$ cat src/rtl/ethernet_tx_arbiter.sv
// ethernet_tx_arbiter
//   Frame-granular round-robin arbiter that shares one 64-bit AXI-Stream
//   TX port to the MAC between two sources. A grant covers a whole frame,
//   up to and including the tlast beat. A programmable idle gap follows
//   each frame.
//
// Ports
//   i_clk, i_reset          clock, asynchronous active-high reset
//   s0_axis_*               source 0 (protocol reply path) stream in / tready out
//   s1_axis_*               source 1 (user/UDP path) stream in / tready out
//   m_axis_*                stream to the MAC / tready in
//   o_busy                  high while a frame is granted or the gap runs
//   o_frames0, o_frames1    completed-frame counters per source (wrapping)
module ethernet_tx_arbiter #(
  parameter int unsigned IFG_CYCLES = 1,
  parameter int unsigned CNT_W      = 16
) (
  input  logic             i_clk,
  input  logic             i_reset,

  input  logic             s0_axis_tvalid,
  input  logic [63:0]      s0_axis_tdata,
  input  logic             s0_axis_tlast,
  input  logic [7:0]       s0_axis_tkeep,
  output logic             s0_axis_tready,

  input  logic             s1_axis_tvalid,
  input  logic [63:0]      s1_axis_tdata,
  input  logic             s1_axis_tlast,
  input  logic [7:0]       s1_axis_tkeep,
  output logic             s1_axis_tready,

  output logic             m_axis_tvalid,
  output logic [63:0]      m_axis_tdata,
  output logic             m_axis_tlast,
  output logic [7:0]       m_axis_tkeep,
  input  logic             m_axis_tready,

  output logic             o_busy,
  output logic [CNT_W-1:0] o_frames0,
  output logic [CNT_W-1:0] o_frames1
);

  typedef enum logic [1:0] {
    IDLE   = 2'd0,
    GRANT0 = 2'd1,
    GRANT1 = 2'd2,
    GAP    = 2'd3
  } state_t;

  localparam logic [3:0]       IFG_LD  = IFG_CYCLES[3:0];
  localparam logic [CNT_W-1:0] CNT_ONE = {{(CNT_W-1){1'b0}}, 1'b1};

  state_t     state, state_nxt;
  logic       last_src, last_nxt;
  logic [3:0] gap_cnt, gap_nxt;
  logic       inc0, inc1;

  always_ff @(posedge i_clk or posedge i_reset) begin
    if (i_reset) begin
      state     <= IDLE;
      last_src  <= 1'b1;
      gap_cnt   <= '0;
      o_frames0 <= '0;
      o_frames1 <= '0;
    end else begin
      state    <= state_nxt;
      last_src <= last_nxt;
      gap_cnt  <= gap_nxt;
      if (inc0) o_frames0 <= o_frames0 + CNT_ONE;
      if (inc1) o_frames1 <= o_frames1 + CNT_ONE;
    end
  end

  // Outputs are decoded from the registered state only, so an asynchronous
  // reset clears them immediately, even mid-frame.
  always_comb begin
    state_nxt      = state;
    last_nxt       = last_src;
    gap_nxt        = gap_cnt;
    inc0           = 1'b0;
    inc1           = 1'b0;
    m_axis_tvalid  = 1'b0;
    m_axis_tdata   = '0;
    m_axis_tlast   = 1'b0;
    m_axis_tkeep   = '0;
    s0_axis_tready = 1'b0;
    s1_axis_tready = 1'b0;

    case (state)
      IDLE: begin
        // On a tie, serve the source that did not go last.
        if (s0_axis_tvalid && (!s1_axis_tvalid || last_src))
          state_nxt = GRANT0;
        else if (s1_axis_tvalid)
          state_nxt = GRANT1;
      end

      GRANT0: begin
        m_axis_tvalid  = s0_axis_tvalid;
        m_axis_tdata   = s0_axis_tdata;
        m_axis_tlast   = s0_axis_tlast;
        m_axis_tkeep   = s0_axis_tkeep;
        s0_axis_tready = m_axis_tready;
        if (s0_axis_tvalid && m_axis_tready && s0_axis_tlast) begin
          inc0      = 1'b1;
          last_nxt  = 1'b0;
          gap_nxt   = IFG_LD;
          state_nxt = (IFG_CYCLES == 0) ? IDLE : GAP;
        end
      end

      GRANT1: begin
        m_axis_tvalid  = s1_axis_tvalid;
        m_axis_tdata   = s1_axis_tdata;
        m_axis_tlast   = s1_axis_tlast;
        m_axis_tkeep   = s1_axis_tkeep;
        s1_axis_tready = m_axis_tready;
        if (s1_axis_tvalid && m_axis_tready && s1_axis_tlast) begin
          inc1      = 1'b1;
          last_nxt  = 1'b1;
          gap_nxt   = IFG_LD;
          state_nxt = (IFG_CYCLES == 0) ? IDLE : GAP;
        end
      end

      GAP: begin
        gap_nxt = gap_cnt - 4'd1;
        if (gap_cnt <= 4'd1)
          state_nxt = IDLE;
      end

      default: state_nxt = IDLE;
    endcase
  end

  assign o_busy = (state != IDLE);

endmodule
$ cat config.mk
export PLATFORM = sky130hd
export DESIGN_NAME = ethernet_tx_arbiter
export DESIGN_NICKNAME = d
export VERILOG_FILES = /design/src/rtl/ethernet_tx_arbiter.sv
export SDC_FILE = /design/constraint.sdc
export NUM_CORES = 1
export LEC_CHECK = 0
export CAP_MARGIN = 20
export CORE_AREA = 2 2 102 104
export DETAILED_ROUTE_END_ITERATION = 10
export DIE_AREA = 0 0 104 106
export PLACE_DENSITY = 0.74
export SLEW_MARGIN = 0
export SYNTH_ARGS = -nofsm -noshare
export SYNTH_HDL_FRONTEND = slang
export SYNTH_SLANG_ARGS = --single-unit
$ cat constraint.sdc
create_clock -name i_clk -period 2.3 [get_ports i_clk]
set_input_delay 0.345 -clock i_clk [delete_from_list [all_inputs] [get_ports i_clk]]
set_output_delay 0.345 -clock i_clk [all_outputs]
set_load 0.02 [all_outputs]
# ---- Yosys cells after proc, flatten, opt, wreduce, memory -nomap -nowiden
# Index checks and enable logic that the tools add are counted.
# Widths: inputs -> output; s select.
dict set report classes {
  n_addsub 3
  multipliers 0
  div 0
  order_cmp 1
  n_eq_ne 7
  n_shift 0
  muxes 22
  bitwise 0
  reduce_logical 14
}
# cell count
set ops {}
lappend ops {{$pmux 64 s2} 1}
lappend ops {{$add 16x1->16 const B} 2}
lappend ops {{$pmux 8 s2} 1}
lappend ops {{$pmux 4 s3} 1}
lappend ops {{$mux 2} 5}
lappend ops {{$mux 1} 8}
lappend ops {{$mux 4} 2}
lappend ops {{$pmux 2 s4} 1}
lappend ops {{$ne 2x2->1 const B} 3}
lappend ops {{$pmux 1 s2} 3}
lappend ops {{$reduce_and 3->1} 2}
lappend ops {{$logic_and 1x1->1} 5}
lappend ops {{$eq 2x2->1 const B} 2}
lappend ops {{$le 4x1->1 const B} 1}
lappend ops {{$reduce_and 4->1} 1}
lappend ops {{$reduce_bool 2->1} 2}
lappend ops {{$sub 4x1->4 const B} 1}
lappend ops {{$ne 3x3->1 const B} 1}
lappend ops {{$reduce_bool 3->1} 1}
lappend ops {{$eq 2x1->1 const B} 1}
lappend ops {{$logic_not 2->1} 1}
lappend ops {{$logic_not 1->1} 1}
lappend ops {{$logic_or 1x1->1} 1}
dict set report word_totals {
  regBits 39
  latchBits 0
  ramBits 0
  rom_bits 0
  inputBits 151
  output_inout_bits 109
  word_cells 52
  memories 0
}

# ---- Depth between registers and ports, before layout
# Gate-level depths: netlist of the first run.
dict set report logic_depth {
  word_depth 5
  mapped_depth 7
}

# ---- Worst setup path after synthesis of the first run
# No wires, ideal clock.
dict set report synth_timing {
  path_kind {reg-to-output}
  start {register state[1]}
  end {output m_axis_tdata[45]}
  arrival_time_ps 1750
  t_required_ps 1955
  slack_ps 205
  path_stages_with_launch 8
  cell_sequence {dfrtp_1 inv_1 ha_1 buf_2 clkbuf_1 buf_1 a22oi_1 nor2_1}
}
dict set report synth_between {
  elab_chain_cells 2
  elab_cells_between_ends 3
  cone_classes {eq/ne: 2; mux: 1}
}
# element line
set synth_lines {}
lappend synth_lines {{from (decl)} 54} ;# state_t state, state_nxt;
lappend synth_lines {{from (signal assigned)} 67} ;# state <= state_nxt;
lappend synth_lines {{$eq 2x2->1 / $eq 2x1->1 (equally long branches)} 90} ;# case (state)
lappend synth_lines {{$pmux 64 s2 *} 90}
lappend synth_lines {{to (decl)} 34} ;# output logic [63:0] m_axis_tdata,
# Every way passes the cells marked *; elsewhere a longest branch is shown, timed or not.

# ---- Worst setup path in the final report of the first run
dict set report layout_timing {
  start {register state[0]}
  end {output m_axis_tdata[43]}
}
# The elaborated chain is that of the path after synthesis.

==> results of run 1 <==
## how the worst max path moves through the flow
stage,end,slack [ns],startpoint,cells after the start
4_1_cts,m_axis_tdata[60],0.002,state[0],6
2_1_floorplan,m_axis_tdata[45],0.20,state[1],7
3_5_place_dp,m_axis_tdata[5],0.05,state[0],6
5_1_grt,m_axis_tdata[0],-0.03,state[0],6
6_report,m_axis_tdata[43],0.04,state[0],6
3_3_place_gp,m_axis_tdata[5],0.10,state[0],6
## through the flow
stage / setup slack [ns] / setup TNS [ns] / power (mW) / std cells / cell area (um2)
2_1_floorplan: 0.205 / 0 / 3.53 / 344 / 2820
3_5_place_dp: 0.0514 / 0 / 5.75 / 725 / 5620
5_1_grt: -0.0331 / -0.826 / 6.77 / 738 / 5790
6_report: 0.0379 / 0 / 6.31 / 738 / 5790
4_1_cts: 0.00211 / 0 / 6.19 / 735 / 5790
3_3_place_gp: 0.100 / 0 / 5.71 / 725 / 5620
## flip-flops by register name, summed over array words and instances (netlist names)
signal,flops
o_frames0,16
o_frames1,16
gap_cnt,4
state,2
last_src,1
## kinds of logic (layout without fill, tap and decap cells)
logic type,after synthesis,in the layout,synth area share (%)
AND/OR/NAND/NOR,139,139,22.6
flip-flops,39,39,34.7
buffers and inverters,35,293,4.75
multiplexers,3,3,1.11
AO/OA/AOI/OAI,89,89,23.5
adder cells (fa/ha/maj),9,9,4.00
XOR/XNOR,30,30,9.33
## final cells by class
cell class | instances | area, um2 | area share, %
Clock buffer | 5 | 68.8 | 1.19
Clock inverter | 3 | 43.8 | 0.756
Inverter | 9 | 36.3 | 0.627
Multi-Input combinational cell | 270 | 1740 | 30.0
Sequential cell | 39 | 977 | 16.9
Tap cell | 136 | 170 | 2.94
Timing Repair Buffer | 276 | 2760 | 47.6
## synth_stat cells (all sizes together)
cell type / instances / share of area (%)
a21o: 2 / 0.53
a21oi: 2 / 0.36
a221oi: 1 / 0.53
a22oi: 75 / 20
a32o: 1 / 0.36
and2: 2 / 0.44
and3: 3 / 0.67
and4: 4 / 1.2
buf: 5 / 0.76
clkbuf: 21 / 2.8
dfrtp: 38 / 34
dfstp: 1 / 0.93
ha: 9 / 4.0
inv: 9 / 1.2
mux2: 1 / 0.40
mux2i: 2 / 0.71
nand2: 19 / 2.5
nand3: 11 / 2.0
nand3b: 1 / 0.27
nand4: 11 / 2.7
nor2: 79 / 11
nor2b: 1 / 0.22
nor3: 5 / 1.4
o211ai: 1 / 0.27
o21ai: 5 / 0.89
o311ai: 1 / 0.31
o31ai: 1 / 0.27
or2: 2 / 0.44
or3: 1 / 0.22
xnor2: 25 / 7.8
xor2: 5 / 1.6
## metal layers
layer	part of all wire, %	up-vias	global-route usage [%]	wire length [um]
li1	-	1747	-	-
met1	40	1750	26.2	5190
met2	51	150	39.9	6650
met3	6.8	26	6.56	884
met4	2.7	0	6.27	349
met5	0	-	0	0
## worst reg2reg max path: stages, from the launching register on
cell     delay, ns
dfrtp_1       0.40
inv_1         0.15
ha_4          0.20
buf_12        0.19
nand4_2       0.20
nor3_1        0.48
nand4_1       0.17
xnor2_1       0.15
## power groups by stage
| stage | logic [mW] | clock network, mW | registers, mW |
|---|---|---|---|
| finish | 4.84 | 0.575 | 0.901 |
| global route | 5.23 | 0.624 | 0.916 |
| CTS | 4.70 | 0.589 | 0.900 |
| detailed placement | 4.84 | 0 | 0.909 |
| global placement | 4.81 | 0 | 0.899 |
| floorplan | 2.60 | 0 | 0.933 |
## what timing repair did
item / 4_1_cts / 5_1_grt
gates resized for setup: 130 / 39
endpoints found under the setup margin: 76 / 76
setup buffers: 0 / 2
gates cloned: 2 / 1
==> results_dict.tcl, run 1 <==
set metrics [dict create \
    status "finished, final reports clean" \
    syn2layout_area_growth_pct 106 \
    fillCellCount 928 \
    syn_area_per_cell_um2 8.19 \
    final_util_pct 57.9 \
    fin_skew_ns 0.00447 \
    synth_cells 344 \
    r2r_end "o_frames0[10]" \
    crit_chain "inv_2 -> ha_1 -> inv_4 -> buf_12 -> nor2_1 -> clkdlybuf4s15_1" \
    via_count 3673 \
    ys_seq_area_share_pct 34.7 \
    hpwl_mm 10.1 \
    switchingPower_mw 3.11 \
    reg2reg_slack_ns 0.26 \
    tightest_slew_ns 0.472 \
    ant_nets 0 \
    yosys_warnings 0 \
    ys_types 35 \
    clk_pin_slew_worst_paths_ns 0.08 \
    io_buffer_count 259 \
    rows 37 \
    core_area_mm2 0.0100 \
    finalWirelength_mm 13.1 \
    wire_per_inst_um 17.7 \
    fp.dieArea_mm2 0.0110 \
    first_pass_iters 4 \
    power_per_cell_area_mw_per_mm2 1090 \
    slew_headroom_pct 68.3 \
    drc 0 \
    layout_common_cells "clkdlybuf4s50_1, nor2_1, a22oi_1" \
    critical-path-max-stage-delay_ns 0.45 \
    final_common_cell "clkdlybuf4s50_1" \
    worst-path-max-fanout 29 \
    ys_ff_latch 39 \
    p_comb_share_pct 76.6 \
    period_needed_ns 2.26 \
    whs_ns 0.388 \
    gp_congestion 0.945 \
    numClockSinks 39 \
    max_freq_ghz 0.442 \
    cp.required_ns 1.96 \
    grt_antenna_before_repair 0 \
    grt_usage_pct 22.4 \
    die_x_um 104 \
    n_antenna_cell 0 \
    p_sw_share_pct 49.2 \
    hold_buffers 0 \
    criticalPathCategory "flop to output pin" \
    grt-ovfl-total 0 \
    start_util_pct 28.2 \
    grt_pass1_vias 3736 \
    dr.first_iter.drc_count 129 \
    synth_area_mm2 0.00282 \
    p_int_mw 3.21 \
    final_max_slew_viol_count 0 \
    nNetsFinal 761 \
    clk_path_buf_depth 2 \
    critPathCaptureType "output pin" \
    drive_above_1_share_pct 12.0 \
    critPathArrivalTime_ns 1.92 \
    cts_buffers 5 \
    grt_max_degree 59 \
    ios 260 \
    setup_viol 0 \
    grt_pass1_wl_mm 19.8 \
    finalHoldViolations 0 \
    rr_worst_depth 7 \
    cts_tree "yes" \
    power_frac_clock_pct 9.1 \
    peakVddDrop_uv 717 \
    clk_latency_ns 0.29 \
    hold_class "input port to async pin" \
    p_seq_share_pct 14.3 \
    h-tree-depth 2 \
    maxCapViolations 0 \
    critPathSlowestCell "dfrtp_1" \
    dieHeight_um 106 \
    root_buffer "clkbuf_8" \
    cpLargestDelayFamily "buffers and inverters" \
    leakagePower_nw 2.47 \
    timing.rr.start "state[1]" \
    viasPerCell 4.98 \
    synth_nets 504 \
    min_period_over_period_pct 98.4 \
    worst-path-buf-inv 4 \
    crit_path_start_kind "flop" \
]
No activity file was read; power rests on OpenSTA's default activity.
==> inputs of run 2 (changes only) <==
Settings changed: SETUP_SLACK_MARGIN set to 0.15.
==> results_dict.tcl, run 2 (synthesis gave the netlist of run 1 again) <==
set metrics [dict create \
    grt_setup_unrepaired "true" \
    peakVddDrop_uv 515 \
    layout_common_cells "clkdlybuf4s50_1, nor2_1, a22oi_1" \
    multi_input_area_mm2 0.00176 \
    timing.rr.start "state[0]" \
    h-tree-depth 2 \
    dr.first_iter.drc_count 116 \
    die_x_um 104 \
    n_antenna_cell 0 \
    nNetsFinal 761 \
    cts_buffers 5 \
    syn2layout_area_growth_pct 96.4 \
    viasPerCell 5.01 \
    final.setup.tns_ns 0 \
    cp.required_ns 1.96 \
    worst-path-max-fanout 25 \
    leakagePower_nw 2.42 \
    cts_tree "yes" \
    rows 37 \
    drive_above_1_share_pct 19.3 \
    clk_latency_ns 0.29 \
    hold_class "input port to async pin" \
    dieHeight_um 106 \
    min_period_over_period_pct 91.3 \
    numClockSinks 39 \
    finalWirelength_mm 13.0 \
    reg2reg_slack_ns 0.31 \
    root_buffer "clkbuf_8" \
    reg_top3 "o_frames0 x16, o_frames1 x16, gap_cnt x4" \
    via_count 3697 \
    slew_headroom_pct 68.3 \
    final_common_cell "clkdlybuf4s50_1" \
    fin_skew_ns 0.00322 \
    first_pass_iters 4 \
    grt_pass1_vias 3783 \
    grt_antenna_before_repair 0 \
    grt-ovfl-total 0 \
    grt_max_degree 32 \
    final_max_slew_viol_count 0 \
    fillCellCount 961 \
    core_area_mm2 0.0100 \
    dp.cells 725 \
    hpwl_mm 10.1 \
    fin_ws_ns 0.199 \
    start_util_pct 28.2 \
    critPathCaptureType "output pin" \
    grt_usage_pct 22.6 \
    critPathArrivalTime_ns 1.76 \
    grt_pass1_wl_mm 20.0 \
    rr_worst_depth 7 \
    power_per_cell_area_mw_per_mm2 1110 \
    clk_pin_slew_worst_paths_ns 0.08 \
    power_mw 6.14 \
    finalHoldViolations 0 \
    r2r_end "o_frames0[10]" \
    period_needed_ns 2.10 \
    max_freq_ghz 0.476 \
    tightest_slew_ns 0.472 \
    crit_path_start_kind "flop" \
    gp_congestion 0.945 \
    clk_path_buf_depth 2 \
    ios 260 \
    criticalPathCategory "flop to output pin" \
    drc 0 \
    maxCapViolations 0 \
    whs_ns 0.388 \
    final_cells 738 \
    ant_nets 0 \
    seqCellArea_um2 977 \
    status "finished, final reports clean" \
    setup_viol 0 \
    pre_cts_ws_ns 0.0514 \
    fp.dieArea_mm2 0.0110 \
    io_buffer_count 259 \
    wire_per_inst_um 17.6 \
]
[run 2: cell count changes in the layout (fill, tap and decap cells not counted)]
| cell | change |
|---|---|
| a22oi_1 | -5 |
| a22oi_2 | +5 |
| buf_16 | +1 |
| buf_2 | +27 |
| clkbuf_16 | -1 |
| clkbuf_2 | +32 |
| clkdlybuf4s15_1 | -10 |
| clkdlybuf4s15_2 | -21 |
| dlygate4sd2_1 | -28 |
| inv_1 | -1 |
| inv_2 | +1 |
[run 2: metal layers]
metal | GRT usage, % | wire (um) | up-vias | share of wire [%]
met5 | 0 | 0 | - | 0
met4 | 6.18 | 363 | 0 | 2.8
met3 | 6.01 | 953 | 28 | 7.3
met2 | 41.0 | 6660 | 169 | 51
met1 | 26.3 | 5000 | 1756 | 39
li1 | - | - | 1744 | -
[run 2: report_power, final]
group | switching [mW] | internal [mW]
Combinational | 2.76 | 1.91
Clock | 0.252 | 0.323
Sequential | 0.106 | 0.785
Total | 3.12 | 3.02
[run 2: cell type report]
cell class / count / area share [%]
multi-input combinational: 270 / 31.8
clock inverter: 3 / 0.792
timing repair buffer: 276 / 44.7
clock buffer: 5 / 1.24
tap: 136 / 3.08
sequential: 39 / 17.7
inverter: 9 / 0.656
[run 2: what timing repair did]
action / in CTS / in global routing
hold buffers: 0 / 0
cloned: 3 / 0
gates resized for setup: 176 / 94
setup buffers: 2 / 0
endpoints found under the setup margin: 76 / 59
[run 2: critical path, stage by stage (launching register included)]
cell,delay (ns)
dfrtp_1,0.40
buf_4,0.16
ha_4,0.18
bufbuf_16,0.30
a22oi_1,0.19
nor2_1,0.06
buf_2,0.16
[run 2: worst max path at each step]
stage          startpoint          endpoint  slack [ns]
2_1_floorplan    state[1]  m_axis_tdata[45]        0.20
3_3_place_gp     state[0]   m_axis_tdata[5]        0.10
3_5_place_dp     state[0]   m_axis_tdata[5]        0.05
4_1_cts          state[0]  m_axis_tdata[43]        0.14
5_1_grt          state[1]  m_axis_tdata[51]        0.13
6_report         state[0]  m_axis_tdata[48]        0.20
[run 2: through the flow]
step / area (um2) / util (%)
6_report: 5530 / 55.3
5_1_grt: 5530 / 55.3
4_1_cts: 5680 / 56.8
3_5_place_dp: 5620 / 56.2
3_3_place_gp: 5620 / 56.2
2_1_floorplan: 2820 / -
==> inputs of run 3 (changes only) <==
Settings changed: CORE_AREA 2 2 102 104 to not set, CORE_MARGIN set to 2, CORE_UTILIZATION set to 28, DIE_AREA 0 0 104 106 to not set, GPL_ROUTABILITY_DRIVEN set to 0, MAX_ROUTING_LAYER set to met4, PLACE_DENSITY 0.74 to 0.76.
Clock period 2.3 ns to 1.7 ns, I/O delays scaled along.
==> results_dict.tcl, run 3 (synthesis gave the netlist of run 1 again) <==
set metrics [dict create \
    status "complete, but fails checks" \
    violations "setup timing" \
    die_x_um 104 \
    slew_headroom_pct 75.3 \
    via_count 4103 \
    reg_top3 "o_frames0 x16, o_frames1 x16, gap_cnt x4" \
    maxCapViolations 0 \
    start_util_pct 28.8 \
    hold_class "input port to async pin" \
    fin_area_mm2 0.00754 \
    ant_nets 0 \
    viasPerCell 5.13 \
    drc 0 \
    p_seq_share_pct 8.6 \
    criticalPathCategory "flop to output pin" \
    dieHeight_um 104 \
    n_antenna_cell 0 \
    cp.depth 8 \
    tightest_slew_ns 0.367 \
    r2r_end "o_frames1[8]" \
    whs_ns 0.289 \
    fin_skew_ns 0.00958 \
    power_per_cell_area_mw_per_mm2 1860 \
    rows 36 \
    clk_path_buf_depth 2 \
    finalWirelength_mm 15.5 \
    leakagePower_nw 3.56 \
    finalHoldViolations 0 \
    switchingPower_mw 6.33 \
    critPathArrivalTime_ns 1.82 \
    grt_setup_unrepaired "true" \
    critical-path-max-stage-delay_ns 0.42 \
    grt_pass1_wl_mm 21.7 \
    clk_latency_ns 0.30 \
    root_buffer "clkbuf_8" \
    cp_common_cell "buf_6" \
    layout_common_cells "clkdlybuf4s50_1, a22oi_2, buf_6" \
    critPathSlowestCell "dfrtp_2" \
    crit_path_start_kind "flop" \
    first_pass_iters 4 \
    crit_chain "buf_6 -> ha_4 -> buf_16 -> buf_8 -> buf_6 -> a22oi_2 -> nor2_4 -> buf_6" \
    dr.first_iter.drc_count 312 \
    min_period_over_period_pct 122 \
    place_area_mm2 0.00613 \
    final.setup.tns_ns -24.56 \
    hpwl_mm 10.0 \
    grt_antenna_before_repair 0 \
    cts_tree "yes" \
    critPathCaptureType "output pin" \
    power_mw 14.0 \
    final_max_slew_viol_count 0 \
    final_common_cell "clkdlybuf4s50_1" \
    cp.required_ns 1.44 \
    reg2reg_slack_ns -0.29 \
    timing.rr.start "state[0]" \
    fp.dieArea_mm2 0.0109 \
    h-tree-depth 2 \
    numClockSinks 39 \
    core_area_mm2 0.00977 \
    rr_worst_depth 8 \
    nNetsFinal 826 \
    worst-path-max-fanout 6 \
    period_needed_ns 2.07 \
    p_sw_share_pct 45.2 \
    power_frac_clock_pct 5.6 \
    max_freq_ghz 0.483 \
    worst-path-buf-inv 5 \
    drive_above_1_share_pct 49.6 \
    grt_usage_pct 25.3 \
    wire_per_inst_um 19.4 \
    final_util_pct 77.1 \
    grt-ovfl-total 0 \
    cp-endpoint "m_axis_tdata[36]" \
    grt_pass1_vias 4068 \
    io_buffer_count 259 \
    syn2layout_area_growth_pct 168 \
    ios 260 \
    p_comb_share_pct 85.7 \
    grt_max_degree 40 \
    hold_buffers 0 \
    p_int_mw 7.69 \
    peakVddDrop_uv 1160 \
    fin_ws_ns -0.372 \
    setup_viol 112 \
    cts_buffers 5 \
    critPathLaunch "state[0]" \
    cpLargestDelayFamily "buffers and inverters" \
    clk_pin_slew_worst_paths_ns 0.08 \
]
-- run 3: changes by cell type in the layout (fill, tap and decap cells not counted), sizes merged, moves of 3 or more --
cell and change:
clkbuf -38, clkdlybuf4s50 -33, dlymetal6s2s +32, clkdlybuf4s15 +3
buf +105
-- run 3: metal layers --
layer  GRT usage [%]  vias to the layer above  share of wire [%]
li1                -                     1884                  -
met1            30.0                     1989                 40
met4            6.66                        0                2.8
met2            42.6                      192                 51
met5               -                        -                  0
met3            6.64                       38                6.8
-- run 3: area by class of cell --
class,instances,area (um2)
tap,133,166
clock inverter,3,43.8
multi-input combinational,270,2470
clock buffer,5,68.8
sequential,39,978
inverter,9,48.8
fill,567,2240
timing repair buffer,341,3760
-- run 3: worst min path at each step --
stage                  startpoint             to  slack, ns
CTS                       i_reset  o_frames1[15]       0.31
global placement    o_frames1[15]  o_frames1[15]       0.46
floorplan                 i_reset     gap_cnt[0]       0.46
global route              i_reset  o_frames1[14]       0.34
detailed placement  o_frames1[15]  o_frames1[15]       0.46
finish                    i_reset  o_frames1[13]       0.29
-- run 3: through the flow --
step                      worst slack, ns  cells
after floorplan                    0.0760    344
after global placement             -0.380    742
after detailed placement           -0.455    742
after CTS                          -0.422    776
after global routing               -0.415    800
final                              -0.372    800
-- run 3: worst register-to-register path, cell delays in order, from the launching register on --
cell and delay [ns]:
dfrtp_2 0.42, inv_2 0.12, ha_4 0.26, buf_4 0.15
buf_6 0.12, nand4_1 0.22, nor3_2 0.31, buf_4 0.17
xor2_1 0.16
-- run 3: timing repair --
action	CTS	global route
cloned	6	4
pin swaps	19	20
endpoints found under the setup margin	147	148
buffers inserted	20	20
resized for setup	440	152
-- run 3: power by group through the flow --
| stage | logic (mW) | clock network (mW) | registers, mW |
|---|---|---|---|
| 6_report | 12.0 | 0.790 | 1.21 |
| 5_1_grt | 12.6 | 0.840 | 1.23 |
| 4_1_cts | 9.87 | 0.802 | 1.21 |
| 3_5_place_dp | 8.01 | 0 | 1.23 |
| 3_3_place_gp | 7.88 | 0 | 1.22 |
| 2_1_floorplan | 4.68 | 0 | 1.27 |
